`src/rtl/ibuf_filt_rx_pkg.sv`:
```
// Shared constants and parameter checks for the pad receive filter family.
package ibuf_filt_rx_pkg;

  function automatic int unsigned clog2(input int unsigned v);
    int unsigned r;
    int unsigned x;
    r = 0;
    x = (v > 0) ? v - 1 : 0;
    while (x > 0) begin
      r = r + 1;
      x = x >> 1;
    end
    return r;
  endfunction

  localparam int unsigned FCNT_W = 4;
  localparam int unsigned ICNT_W = clog2(256);
  localparam int unsigned BCNT_W = 3;

  function automatic bit params_ok(input int unsigned filter_len,
                                   input int unsigned idle_cycles,
                                   input int unsigned blank_tail);
    return (filter_len >= 1) && (filter_len <= 15) &&
           (idle_cycles >= 1) && (idle_cycles <= 255) &&
           (blank_tail <= 7);
  endfunction

endpackage

```
`src/rtl/sync2_ff.sv`:
```
// Two-flop synchroniser into the C domain with clock enable and settable reset value.
module sync2_ff #(
  parameter logic INIT = 1'b0
) (
  input  logic c,
  input  logic r,
  input  logic ce,
  input  logic d,
  output logic q
);

  logic s1;

  always_ff @(posedge c) begin
    if (r) begin
      s1 <= INIT;
      q  <= INIT;
    end else if (ce) begin
      s1 <= d;
      q  <= s1;
    end
  end

endmodule

```
`src/rtl/ibuf_filt_rx.sv`:
```
// Pad receiver: synchronise, glitch-filter, edge strobes, idle detect, and echo blanking
// while the local tri-state driver owns the line.
module ibuf_filt_rx
  import ibuf_filt_rx_pkg::*;
#(
  parameter int unsigned FILTER_LEN  = 4,
  parameter int unsigned IDLE_CYCLES = 16,
  parameter int unsigned BLANK_TAIL  = 2,
  parameter logic        INIT        = 1'b0
) (
  input  logic C,
  input  logic R,
  input  logic CE,
  input  logic I,
  input  logic T_LOCAL,
  output logic O,
  output logic O_RISE,
  output logic O_FALL,
  output logic IDLE
);

  if (!params_ok(FILTER_LEN, IDLE_CYCLES, BLANK_TAIL)) begin : g_bad_param
    $error("ibuf_filt_rx: parameter out of legal range");
  end

  localparam logic [FCNT_W-1:0] FLEN  = FCNT_W'(FILTER_LEN);
  localparam logic [ICNT_W-1:0] ICYC  = ICNT_W'(IDLE_CYCLES);
  localparam logic [BCNT_W-1:0] BTAIL = BCNT_W'(BLANK_TAIL);

  logic              s2;
  logic [FCNT_W-1:0] fcnt;
  logic [ICNT_W-1:0] icnt;
  logic [BCNT_W-1:0] bcnt;

  logic              blanked_c;
  logic              differs_c;
  logic              flip_c;
  logic [ICNT_W-1:0] icnt_nxt_c;

  sync2_ff #(.INIT(INIT)) u_sync (
    .c  (C),
    .r  (R),
    .ce (CE),
    .d  (I),
    .q  (s2)
  );

  always_comb begin
    blanked_c  = !T_LOCAL || (bcnt != '0);
    differs_c  = (s2 != O);
    flip_c     = !blanked_c && differs_c && ((fcnt + FCNT_W'(1)) == FLEN);
    icnt_nxt_c = (icnt == ICYC) ? icnt : icnt + ICNT_W'(1);
  end

  // Priority: reset, then clock enable, then blanking, then filter, then idle count.
  always_ff @(posedge C) begin
    if (R) begin
      O      <= INIT;
      O_RISE <= 1'b0;
      O_FALL <= 1'b0;
      IDLE   <= 1'b0;
      fcnt   <= '0;
      icnt   <= '0;
      bcnt   <= '0;
    end else if (!CE) begin
      O_RISE <= 1'b0;
      O_FALL <= 1'b0;
    end else begin
      O_RISE <= 1'b0;
      O_FALL <= 1'b0;

      if (!T_LOCAL) begin
        bcnt <= BTAIL;
      end else if (bcnt != '0) begin
        bcnt <= bcnt - BCNT_W'(1);
      end

      if (blanked_c) begin
        fcnt <= '0;
        icnt <= '0;
        IDLE <= 1'b0;
      end else if (flip_c) begin
        O      <= s2;
        O_RISE <= s2;
        O_FALL <= !s2;
        fcnt   <= '0;
        icnt   <= '0;
        IDLE   <= 1'b0;
      end else begin
        fcnt <= differs_c ? fcnt + FCNT_W'(1) : '0;
        icnt <= icnt_nxt_c;
        IDLE <= (icnt_nxt_c == ICYC);
      end
    end
  end

endmodule

```
`config.mk`:
```
export PLATFORM = sky130hd
export DESIGN_NAME = ibuf_filt_rx
export DESIGN_NICKNAME = d
export VERILOG_FILES = /design/src/rtl/ibuf_filt_rx_pkg.sv /design/src/rtl/sync2_ff.sv /design/src/rtl/ibuf_filt_rx.sv
export SDC_FILE = /design/constraint.sdc
export NUM_CORES = 1
export LEC_CHECK = 0
export CAP_MARGIN = 15
export CORE_ASPECT_RATIO = 1.25
export CORE_MARGIN = 2
export CORE_UTILIZATION = 55
export CTS_BUF_LIST = sky130_fd_sc_hd__clkbuf_16
export DETAILED_ROUTE_END_ITERATION = 10
export PLACE_DENSITY = 0.87
export SYNTH_ARGS = -nofsm -noshare
export SYNTH_HDL_FRONTEND = slang
export SYNTH_SLANG_ARGS = --single-unit
```
`constraint.sdc`:
```
create_clock -name C -period 1.9 [get_ports C]
set_input_delay 0.19 -clock C [delete_from_list [all_inputs] [get_ports C]]
set_output_delay 0.19 -clock C [all_outputs]
set_load 0.02 [all_outputs]
```
Word-level counts from Yosys, hierarchy flattened
Index checks and enable logic that the tools add are counted.
Storage, ports and cells
  register bits after elaboration: 21
  input port bits: 5
  output and inout port bits: 4
  word-level logic and storage cells: 40
Operators by class
  add/sub/neg operators: 3
  eq/ne operators: 5
  mux-type cells: 10
  bitwise gates (word level): 3
  reduce and logical (&&, ||, !) cells: 10
Operator list (count)
  8-bit two-way mux: 3
  8-bit by 5-bit equality test with 1-bit output (second input constant): 2
  4-bit two-way mux: 3
  8-bit by 1-bit adder with 8-bit output (second input constant): 1
  3-bit two-way mux: 2
  4-bit by 1-bit adder with 4-bit output (second input constant): 1
  4-bit by 3-bit equality test with 1-bit output (second input constant): 1
  4-bit OR reduction: 1
  1-bit zero test: 3
  1-bit NOT: 3
  3-bit AND reduction: 1
  3-bit nonzero test: 1
  3-bit by 1-bit subtractor with 3-bit output (second input constant): 1
  1-bit logical AND: 2
  1-bit two-way mux: 2
  2-bit by 1-bit != test with 1-bit output (second input constant): 1
  2-bit AND reduction: 1
  1-bit logical OR: 1
  1-bit != test: 1

Logic depth before layout (Yosys ltp)
  depth in word-level cells: 7
  mapped depth: 9
  depth with buffers taken out: 8

By module
A second synthesis with hierarchy kept.
Second synthesis, totals
  cells, all modules: 144
  area total of the unflattened synthesis: 1217.4 µm²
By module, submodules not included
  ibuf_filt_rx: times used 1, cells each 138, area each 1149.9 µm², sequential area each 380.4 µm²
  sync2_ff: times used 1, cells each 6, area each 67.6 µm², sequential area each 40.0 µm²

Worst setup path before layout
OpenSTA, ideal clock, no wires.
  kind: reg-to-reg
  from: register bcnt[0]
  to: register icnt[5]
  library setup time: 0.071 ns
  data arrival time: 1.688 ns
  required time: 1.829 ns
  path slack: 0.141 ns
  cell stages (with the launch flop): 9
  path buffers: 0
  period minus slack after synthesis: 1.759 ns
  path through: dfxtp_1 -> inv_1 -> ha_1 -> ha_1 -> nand3_1 -> a41o_1 -> a41oi_2 -> or3b_1 -> a21oi_1
Between the ends
  cells in the longest elaborated chain, start to end: 7
Ends and longest elaborated chain
  start: declaration: line ibuf_filt_rx.sv:33  | logic [BCNT_W-1:0] bcnt;
  start signal: assignment: line ibuf_filt_rx.sv:75  | bcnt <= bcnt - BCNT_W'(1);
  3-bit nonzero test (*): line ibuf_filt_rx.sv:49  | blanked_c = !T_LOCAL || (bcnt != '0);
  1-bit logical OR (*): line ibuf_filt_rx.sv:49
  1-bit zero test: line ibuf_filt_rx.sv:51  | flip_c = !blanked_c && differs_c && ((fcnt + FCNT_W'(1)) == FLEN);
  1-bit logical AND (2 in a row): line ibuf_filt_rx.sv:51
  8-bit two-way mux: line ibuf_filt_rx.sv:82  | end else if (flip_c) begin
  8-bit two-way mux (*): line ibuf_filt_rx.sv:78  | if (blanked_c) begin
  end signal: assignment: line ibuf_filt_rx.sv:91  | icnt <= icnt_nxt_c;
  end: declaration: line ibuf_filt_rx.sv:32  | logic [ICNT_W-1:0] icnt;
Every way passes the cells marked *; elsewhere a longest branch is shown, timed or not.
A chain may end at the register's enable or synchronous reset.

Final worst setup path
  from: register bcnt[0]
  to: register icnt[2]
The elaborated chain is that of the path after synthesis.

==> run metrics <==
failing checks=setup timing; Critical Path RT=2.04 ns; area grow syn2layout=24.1%; fraction of layout cells with a size suffix above 1=0.194; total clock sinks=21; total CTS buffers=3; Static Leak=0.520 nW; syn_nets=150; Horiz. Die Dim=45.7 um; Routed Antenna Nets=0; beginning of the worst register-to-register path=bcnt[0]$_SDFFE_PP0P_; Die Ht=56.1 um; Max IR drop VDD=0.435 mV; startpoint types=register; depth of the worst register-to-register path=9; Worst Hold Class=register to register; core area=2030 um^2; FFs w/ async S/R, synth=0; number of synthesized register bits=21; Global Route met3 Usage=0.0422; critical path class=register to register; period utilization=1.02; htree depth=1; Mapped Area=1200 um^2; Synth Area per Inst=8.61 um^2; initial antenna violation count=0; Initial Util=0.590; vias per inst=6.94; Clk Latency, worst-skew pair=0.25 ns; Max Transition Viols Final=0; Max Cap Viol=0; IO buf count=8; Critical Path Sink=icnt[2]$_SDFFE_PP0P_; Synth Flop Type=dfxtp_1; Final Routed Wirelength=3430 um; CP Launch Point=bcnt[0]$_SDFFE_PP0P_; gpl congestion=0.865; clock buffer depth=2; GRT busiest layer=met2; worst setup margin=-0.0425 ns; power density over the cells=699 nW/um^2; Slew Limit Headroom=0.712; I/O pin total=9; met1 GRT Util=0.281; worst reg2reg setup slack=-0.04 ns; TritonCTS clock tree=built; diode count=0; FILL cells=129; Nets=167; GRT overflow=0; Root Buffer=clkbuf_16; CP max FO=6; Final setup viols=2; Clk pin slew, worst setup/hold paths=0.06 ns; largest net degree at the start of global routing=19; DP HPWL=1820 um; WP data arrival=2.09 ns; max frequency=515 MHz; reg2reg end=icnt[2]$_SDFFE_PP0P_; Worst-Margin Slew=0.431 ns; CP endpoint kind=register; first-pass GRT wire length=4660 um; gr usage total=0.248; WL/cell=19.6 um; DRT iter0 DRCs=90; YS warnings=0; minimum clock period after layout=1.94 ns; vias=1215; drc violations=0; Cell variety after synth=45; routing usage on met2=0.419; number of detailed-route iterations in the first pass=4; setup slack after placement=-0.0216 ns; Worst Skew=0.00206 ns; Post-Syn Instances=139; final hold vios=0; register area share after synthesis=0.351; Min Hold Slack=0.488 ns; die area=2570 um^2; status=finished with violations; Post-synth EDFFs=0; vias in the first global route=1045; Rows=18
==> flip-flops by register name (all words and copies together), names as in the netlist <==
register	flops
IDLE	1
O	1
O_FALL	1
O_RISE	1
bcnt	3
fcnt	4
icnt	8
u_sync.q	1
u_sync.s1	1
==> through the flow <==
step	cells	power (mW)	instance area, um^2	TNS [ns]	utilization
final	175	1.04	1480	-0.0612	0.732
after global routing	175	1.07	1480	-0.596	0.732
after CTS	171	0.997	1390	0	0.686
after global placement	167	0.552	1310	0	0.646
after detailed placement	167	0.556	1310	-0.0216	0.646
after floorplan	139	0.526	1200	0	-
==> power by group <==
part	switching (mW)	total (mW)	internal [mW]
logic	0.0703	0.134	0.0633
clock network	0.166	0.446	0.281
registers	0.00826	0.458	0.449
total	0.244	1.04	0.793
==> what timing repair did <==
item	4_1_cts	5_1_grt
endpoints found under the setup margin	1	7
gates cloned	0	1
endpoints found under the hold margin	0	0
resized for setup	1	15
pin swaps	0	6
hold buffers	0	0
setup buffers	0	3
==> cell families after synthesis <==
logic type / count (synthesis) / synth area share
buffers and inverters: 18 / 0.0659
xor gates and xnor gates: 5 / 0.0366
and+or+nand+nor: 48 / 0.211
DFF: 21 / 0.351
adders and majority gates: 6 / 0.0628
muxes: 4 / 0.0335
AOI/OAI and AO/OA: 37 / 0.239
==> layout by cell type (no fill, tap or decap), types with 3 or more instances in the layout <==
| cell | n |
|---|---|
| dfxtp_1 | 20 |
| nor2_1 | 14 |
| inv_1 | 11 |
| nand2_1 | 9 |
| clkdlybuf4s50_1 | 8 |
| a21oi_1 | 7 |
| buf_4 | 7 |
| nor3_1 | 6 |
| nand2b_1 | 4 |
| mux2i_1 | 4 |
| ha_1 | 4 |
| inv_2 | 3 |
| xnor2_1 | 3 |
| nand3_1 | 3 |
| a211oi_1 | 3 |
| clkbuf_16 | 3 |
==> worst min-delay path by stage <==
stage                                  from                    to  slack, ns  cells after the start
after global routing      IDLE$_SDFFE_PP0P_     IDLE$_SDFFE_PP0P_       0.53                      2
after detailed placement  IDLE$_SDFFE_PP0P_     IDLE$_SDFFE_PP0P_       0.48                      2
after global placement    IDLE$_SDFFE_PP0P_     IDLE$_SDFFE_PP0P_       0.47                      2
final                     IDLE$_SDFFE_PP0P_     IDLE$_SDFFE_PP0P_       0.49                      2
after CTS                 IDLE$_SDFFE_PP0P_     IDLE$_SDFFE_PP0P_       0.49                      2
after floorplan                           R  fcnt[0]$_SDFFE_PP0P_       0.26                      1
==> metal layers <==
layer	share of wire	vias up	routed length, um
met5	0	-	0
met4	0.054	0	184
met3	0.068	22	232
met2	0.50	77	1700
met1	0.38	572	1310
li1	-	544	-
==> critical path, stage by stage (launching register included) <==
cell	delay [ns]
dfxtp_2	0.33
inv_2	0.07
ha_4	0.14
ha_4	0.15
nand3_4	0.09
a41o_1	0.23
a41oi_2	0.23
buf_6	0.17
a21oi_1	0.08
o32ai_1	0.34
==> cell type report <==
type	count	area, um^2	share of cell area
well taps	20	25.0	0.0169
inverters	13	48.8	0.0329
multi-input cells	100	754	0.508
flip-flops and latches	21	422	0.284
clock inverters	1	3.75	0.00253
clock buffers	3	75.1	0.0506
repair buffers	17	155	0.105
==> synthesized netlist by cell type (2+ instances only) <==
library cell | instances | share of area
nand2_1 | 9 | 0.028
a21oi_1 | 7 | 0.029
clkbuf_1 | 3 | 0.0094
a211oi_1 | 3 | 0.019
xor2_1 | 2 | 0.015
a41oi_1 | 2 | 0.015
nand3_1 | 4 | 0.017
a311oi_1 | 4 | 0.029
nand2b_1 | 4 | 0.021
nor2b_1 | 2 | 0.010
inv_1 | 13 | 0.041
nor2_1 | 14 | 0.044
dfxtp_1 | 21 | 0.35
o21ai_2 | 2 | 0.015
ha_1 | 6 | 0.063
o21ai_0 | 2 | 0.0084
xnor2_1 | 3 | 0.022
nor3_1 | 6 | 0.025
a22oi_1 | 2 | 0.013
mux2i_1 | 4 | 0.033
o32ai_1 | 2 | 0.015
Note: power is estimated with default switching activity, not from simulation.
==> patch 1: new RTL, config.mk and constraints unchanged <==
`INIT` is set to 1'b0 in 2 places; all go to 1'b1.
--- a/src/rtl/sync2_ff.sv
+++ b/src/rtl/sync2_ff.sv
@@ -1,6 +1,6 @@
 // Two-flop synchroniser into the C domain with clock enable and settable reset value.
 module sync2_ff #(
-  parameter logic INIT = 1'b0
+  parameter logic INIT = 1'b1
 ) (
   input  logic c,
   input  logic r,
--- a/src/rtl/ibuf_filt_rx.sv
+++ b/src/rtl/ibuf_filt_rx.sv
@@ -6,7 +6,7 @@
   parameter int unsigned FILTER_LEN  = 4,
   parameter int unsigned IDLE_CYCLES = 16,
   parameter int unsigned BLANK_TAIL  = 2,
-  parameter logic        INIT        = 1'b0
+  parameter logic        INIT        = 1'b1
 ) (
   input  logic C,
   input  logic R,
Check against the original RTL: not equivalent (a bounded check fails within 4 cycles, from zero or initial values).
==> patch 1 against the original RTL <==
Synthesized area increased by 2.4%. Via count increased by 2.4%. Final area increased by 2.5%. Cell count increased by 15%. Total power decreased by 1.8%. Synthesized cell count increased by 12%. Sequential cell count unchanged. Setup slack improved by 0.12 ns. Combinational power decreased by 15%. Clock skew about the same. Global-route usage increased by 0.31 points. Wire length decreased by 5.8%.
==> patch 1: results (changes against the original RTL) <==
dpl.cell_count: 193  # +16%
crit_fanout: 5  # -1
max_stage_delay_ns: 0.43  # +0.09 ns
vias: 1244  # +2.4%
comb-power_mw: 0.114  # -15%
synthTopCellsByArea: "dfxtp_1 (34%), nand2_1 (7.0%), ha_1 (6.1%), nor2_1 (5.5%), nand3_1 (3.3%)"
peakVddDrop_uv: 513  # +18%
swShare_pct: 23.2  # -0.38 points
grt_pass1_vias: 1115  # +6.7%
multi_input_area_um2: 779  # +3.3%
seqCellArea_um2: 420  # -0.30%
p_sw_mw: 0.236  # -3.4%
inv_count: 9  # -4
buf_share_pct: 11.2  # +0.73 points
skew_ns: 0.00200  # -0.0000535 ns
ys_types: 39  # -13%
routedWlPerCell_um: 16.0  # -18%
status: "finished clean"
fin_cells: 202  # +15%
relSlewSlack_pct: 70.6  # -0.64 points
drtIter0Drc: 59  # -34%
dp.final_hpwl_um: 1900  # +4.6%
synth_nets: 166  # +11%
syn_inst: 155  # +12%
yosysSeqAreaShare_pct: 34.3  # -0.83 points
place_area_mm2: 0.00136  # +3.7%
[patch 1: metal layers]
metal	share of wire (%)	global-route usage, %	vias to the layer above
li1	-	-	583
met1	38	30.0	574
met2	51	39.9	68
met3	6.1	2.89	19
met4	4.6	16.7	0
met5	0	0	-
[patch 1: worst paths after layout]
| check | startpoint | to | cells past startpoint |
|---|---|---|---|
| setup / recovery | fcnt[0] | icnt[1] | 7 |
| hold / removal | IDLE | IDLE | 2 |
| setup reg to reg | fcnt[0] | icnt[1] | 7 |
| hold reg to reg | IDLE | IDLE | 2 |
[patch 1: cells by family (layout without fill, tap and decap cells)]
logic type / Yosys count / count (layout) / synth area share, %
compound gates: 25 / 26 / 14.6
fa+ha+maj: 6 / 6 / 6.13
mux: 3 / 3 / 2.45
xor+xnor: 5 / 5 / 4.19
buf+inv: 18 / 33 / 6.54
flops: 21 / 21 / 34.3
simple gates: 77 / 77 / 31.8
==> patch 2: new RTL, same settings <==
Made on the original files. Register the output `O` once more, without a reset; this adds one clock of latency there. The other outputs are not delayed to match.
--- a/src/rtl/ibuf_filt_rx.sv
+++ b/src/rtl/ibuf_filt_rx.sv
@@ -18,6 +18,8 @@
   output logic O_FALL,
   output logic IDLE
 );
+
+  logic O_s0;
 
   if (!params_ok(FILTER_LEN, IDLE_CYCLES, BLANK_TAIL)) begin : g_bad_param
     $error("ibuf_filt_rx: parameter out of legal range");
@@ -47,7 +49,7 @@
 
   always_comb begin
     blanked_c  = !T_LOCAL || (bcnt != '0);
-    differs_c  = (s2 != O);
+    differs_c  = (s2 != O_s0);
     flip_c     = !blanked_c && differs_c && ((fcnt + FCNT_W'(1)) == FLEN);
     icnt_nxt_c = (icnt == ICYC) ? icnt : icnt + ICNT_W'(1);
   end
@@ -55,7 +57,7 @@
   // Priority: reset, then clock enable, then blanking, then filter, then idle count.
   always_ff @(posedge C) begin
     if (R) begin
-      O      <= INIT;
+      O_s0   <= INIT;
       O_RISE <= 1'b0;
       O_FALL <= 1'b0;
       IDLE   <= 1'b0;
@@ -80,7 +82,7 @@
         icnt <= '0;
         IDLE <= 1'b0;
       end else if (flip_c) begin
-        O      <= s2;
+        O_s0   <= s2;
         O_RISE <= s2;
         O_FALL <= !s2;
         fcnt   <= '0;
@@ -94,5 +96,9 @@
     end
   end
 
+  always_ff @(posedge C) begin
+    O <= O_s0;
+  end
+
 endmodule
 
Function: changed (Yosys sat finds a counterexample within 10 cycles, from zero or initial values).
==> patch 2 against the original RTL <==
Cell count decreased by 5.1%. Die area about the same. Synthesized area decreased by 0.10%. Utilization decreased by 3.9 points. Total power decreased by 4.0%. Sequential power increased by 4.4%. Sequential cell count increased by 1. Sequential share of layout area increased by 3.4 points. Non-clock buffer count decreased by 5. Final area decreased by 6.3%. Wire length decreased by 28%. Count of clock-buffer cells in the layout unchanged. Setup slack improved by 0.12 ns. Highest routed layer unchanged.
==> patch 2: results (changes against the original RTL) <==
cts_buffer_depth: 2  # unchanged
grt_usage_pct: 22.7  # -2.1 points
routedWlPerCell_um: 14.8  # -25%
worstMarginPinSlew_ns: 0.404  # -0.0269 ns
insertedDiodeCount: 0  # unchanged
drive_gt1_share_pct: 11.6  # -7.7 points
internal_power_mw: 0.788  # -0.63%
root_buffer: "clkbuf_16"
yosysSeqAreaShare_pct: 36.9  # +1.7 points
synthArstFlopShare_pct: 0  # unchanged
pre_cts_ws_ns: 0.0260  # +0.0476 ns
status: "finished clean"
crit_fanout: 5  # -1
critPathArrivalTime_ns: 1.98  # -0.11 ns
synth_common_cells: "dfxtp_1 (22), nor2_1 (14), inv_1 (12), nand2_1 (10)"
wl_met2_um: 1220  # -29%
worst_hold_path_type: "register to register"
synth_nets: 146  # -2.7%
route.met3.wl_um: 132  # -43%
place_congestion: 0.862  # -0.30%
nets: 159  # -4.8%
nFillCells: 152  # +18%
post_cts_buffers: 0  # unchanged
ys_types: 45  # unchanged
grt_pass1_vias: 1047  # +0.19%
path_clk_slew_ns: 0.05
yosys_warnings: 0  # unchanged
htreeDepth: 1  # unchanged
reg_top3: "icnt (8), fcnt (4), bcnt (3)"
dr.pass1.iters: 4  # unchanged
grt_pass1_wl_um: 4280  # -8.3%
grt_start_max_net_pins: 12  # -7
leakagePower_nw: 0.528  # +1.5%
dp.final_hpwl_um: 1790  # -1.4%
dieArea_mm2: 0.00256  # about the same
peakVddDrop_uv: 769  # +77%
wl_met1_um: 1010  # -23%
antenna_found_initial: 0  # unchanged
skew_ns: 0.00178  # -0.000282 ns
drtIter0Drc: 40  # -56%
highest_layer: "met4"
synthTopCellsByArea: "dfxtp_1 (37%), ha_1 (6.3%), nor2_1 (4.4%), inv_1 (3.8%), a21oi_1 (3.4%)"
clock_latency_ns: 0.25  # about the same
viasPerCell: 6.36  # -8.4%
numCtsBuffers: 3  # unchanged
portBuffers: 8  # unchanged
[patch 2: metal layers]
| layer | GRT usage, % | vias to the layer above |
|---|---|---|
| li1 | - | 515 |
| met1 | 25.6 | 496 |
| met2 | 35.8 | 34 |
| met3 | 4.87 | 11 |
| met4 | 16.3 | 0 |
| met5 | 0 | - |
[patch 2: what timing repair did]
action,4_1_cts,5_1_grt
gates resized for setup,0,4
hold endpoints to repair,0,0
setup endpoints to repair,0,2
[patch 2: power groups by stage]
stage | registers (mW) | clock network [mW] | logic (mW)
after floorplan | 0.485 | 0 | 0.0645
after global placement | 0.487 | 0 | 0.0867
after detailed placement | 0.487 | 0 | 0.0904
after CTS | 0.477 | 0.442 | 0.0912
after global routing | 0.479 | 0.454 | 0.104
final | 0.478 | 0.425 | 0.0930
[patch 2: worst paths after layout]
| kind | cells past startpoint | slack, ns | from | end |
|---|---|---|---|---|
| setup reg to reg | 7 | 0.08 | icnt[0] | IDLE |
| hold reg to reg | 0 | 0.39 | O_s0 | O |
| hold / removal | 0 | 0.39 | O_s0 | O |
| setup / recovery | 7 | 0.08 | icnt[0] | IDLE |
[patch 2: cell families (layout without fill, tap and decap cells)]
logic type               Yosys count  in the layout  share of synthesized area [%]
AO/OA/AOI/OAI                     29             29                           20.6
adder cells (fa/ha/maj)            6              6                           6.28
XOR/XNOR                           6              6                           4.40
AND/OR/NAND/NOR                   52             52                           22.6
buffers and inverters             16             27                           5.86
flip-flops                        22             22                           36.9
multiplexers                       4              4                           3.35
[patch 2: cell type report]
type	count	share of cell area (%)
sequential	22	31.8
clock buffer	3	5.40
tap	20	1.80
timing repair buffer	12	7.92
multi-input combinational	97	49.9
inverter	12	3.24
[patch 2: worst max-delay path, cell delays in order (launching register included)]
cell and delay (ns):
dfxtp_2 0.38, inv_1 0.11, ha_1 0.20, nor4b_1 0.14, nand3_1 0.17, or3b_1 0.38
a2bb2oi_1 0.16, o31ai_1 0.20
[patch 2: per-stage QoR]
step | total power [mW] | utilization, % | cells | hold slack (ns) | instance area [µm²]
2_1_floorplan | 0.550 | - | 135 | 0.337 | 1190
3_3_place_gp | 0.573 | 65.1 | 163 | 0.382 | 1310
3_5_place_dp | 0.578 | 65.1 | 163 | 0.386 | 1310
4_1_cts | 1.01 | 68.9 | 166 | 0.394 | 1380
5_1_grt | 1.04 | 69.4 | 166 | 0.396 | 1390
6_report | 0.996 | 69.4 | 166 | 0.386 | 1390
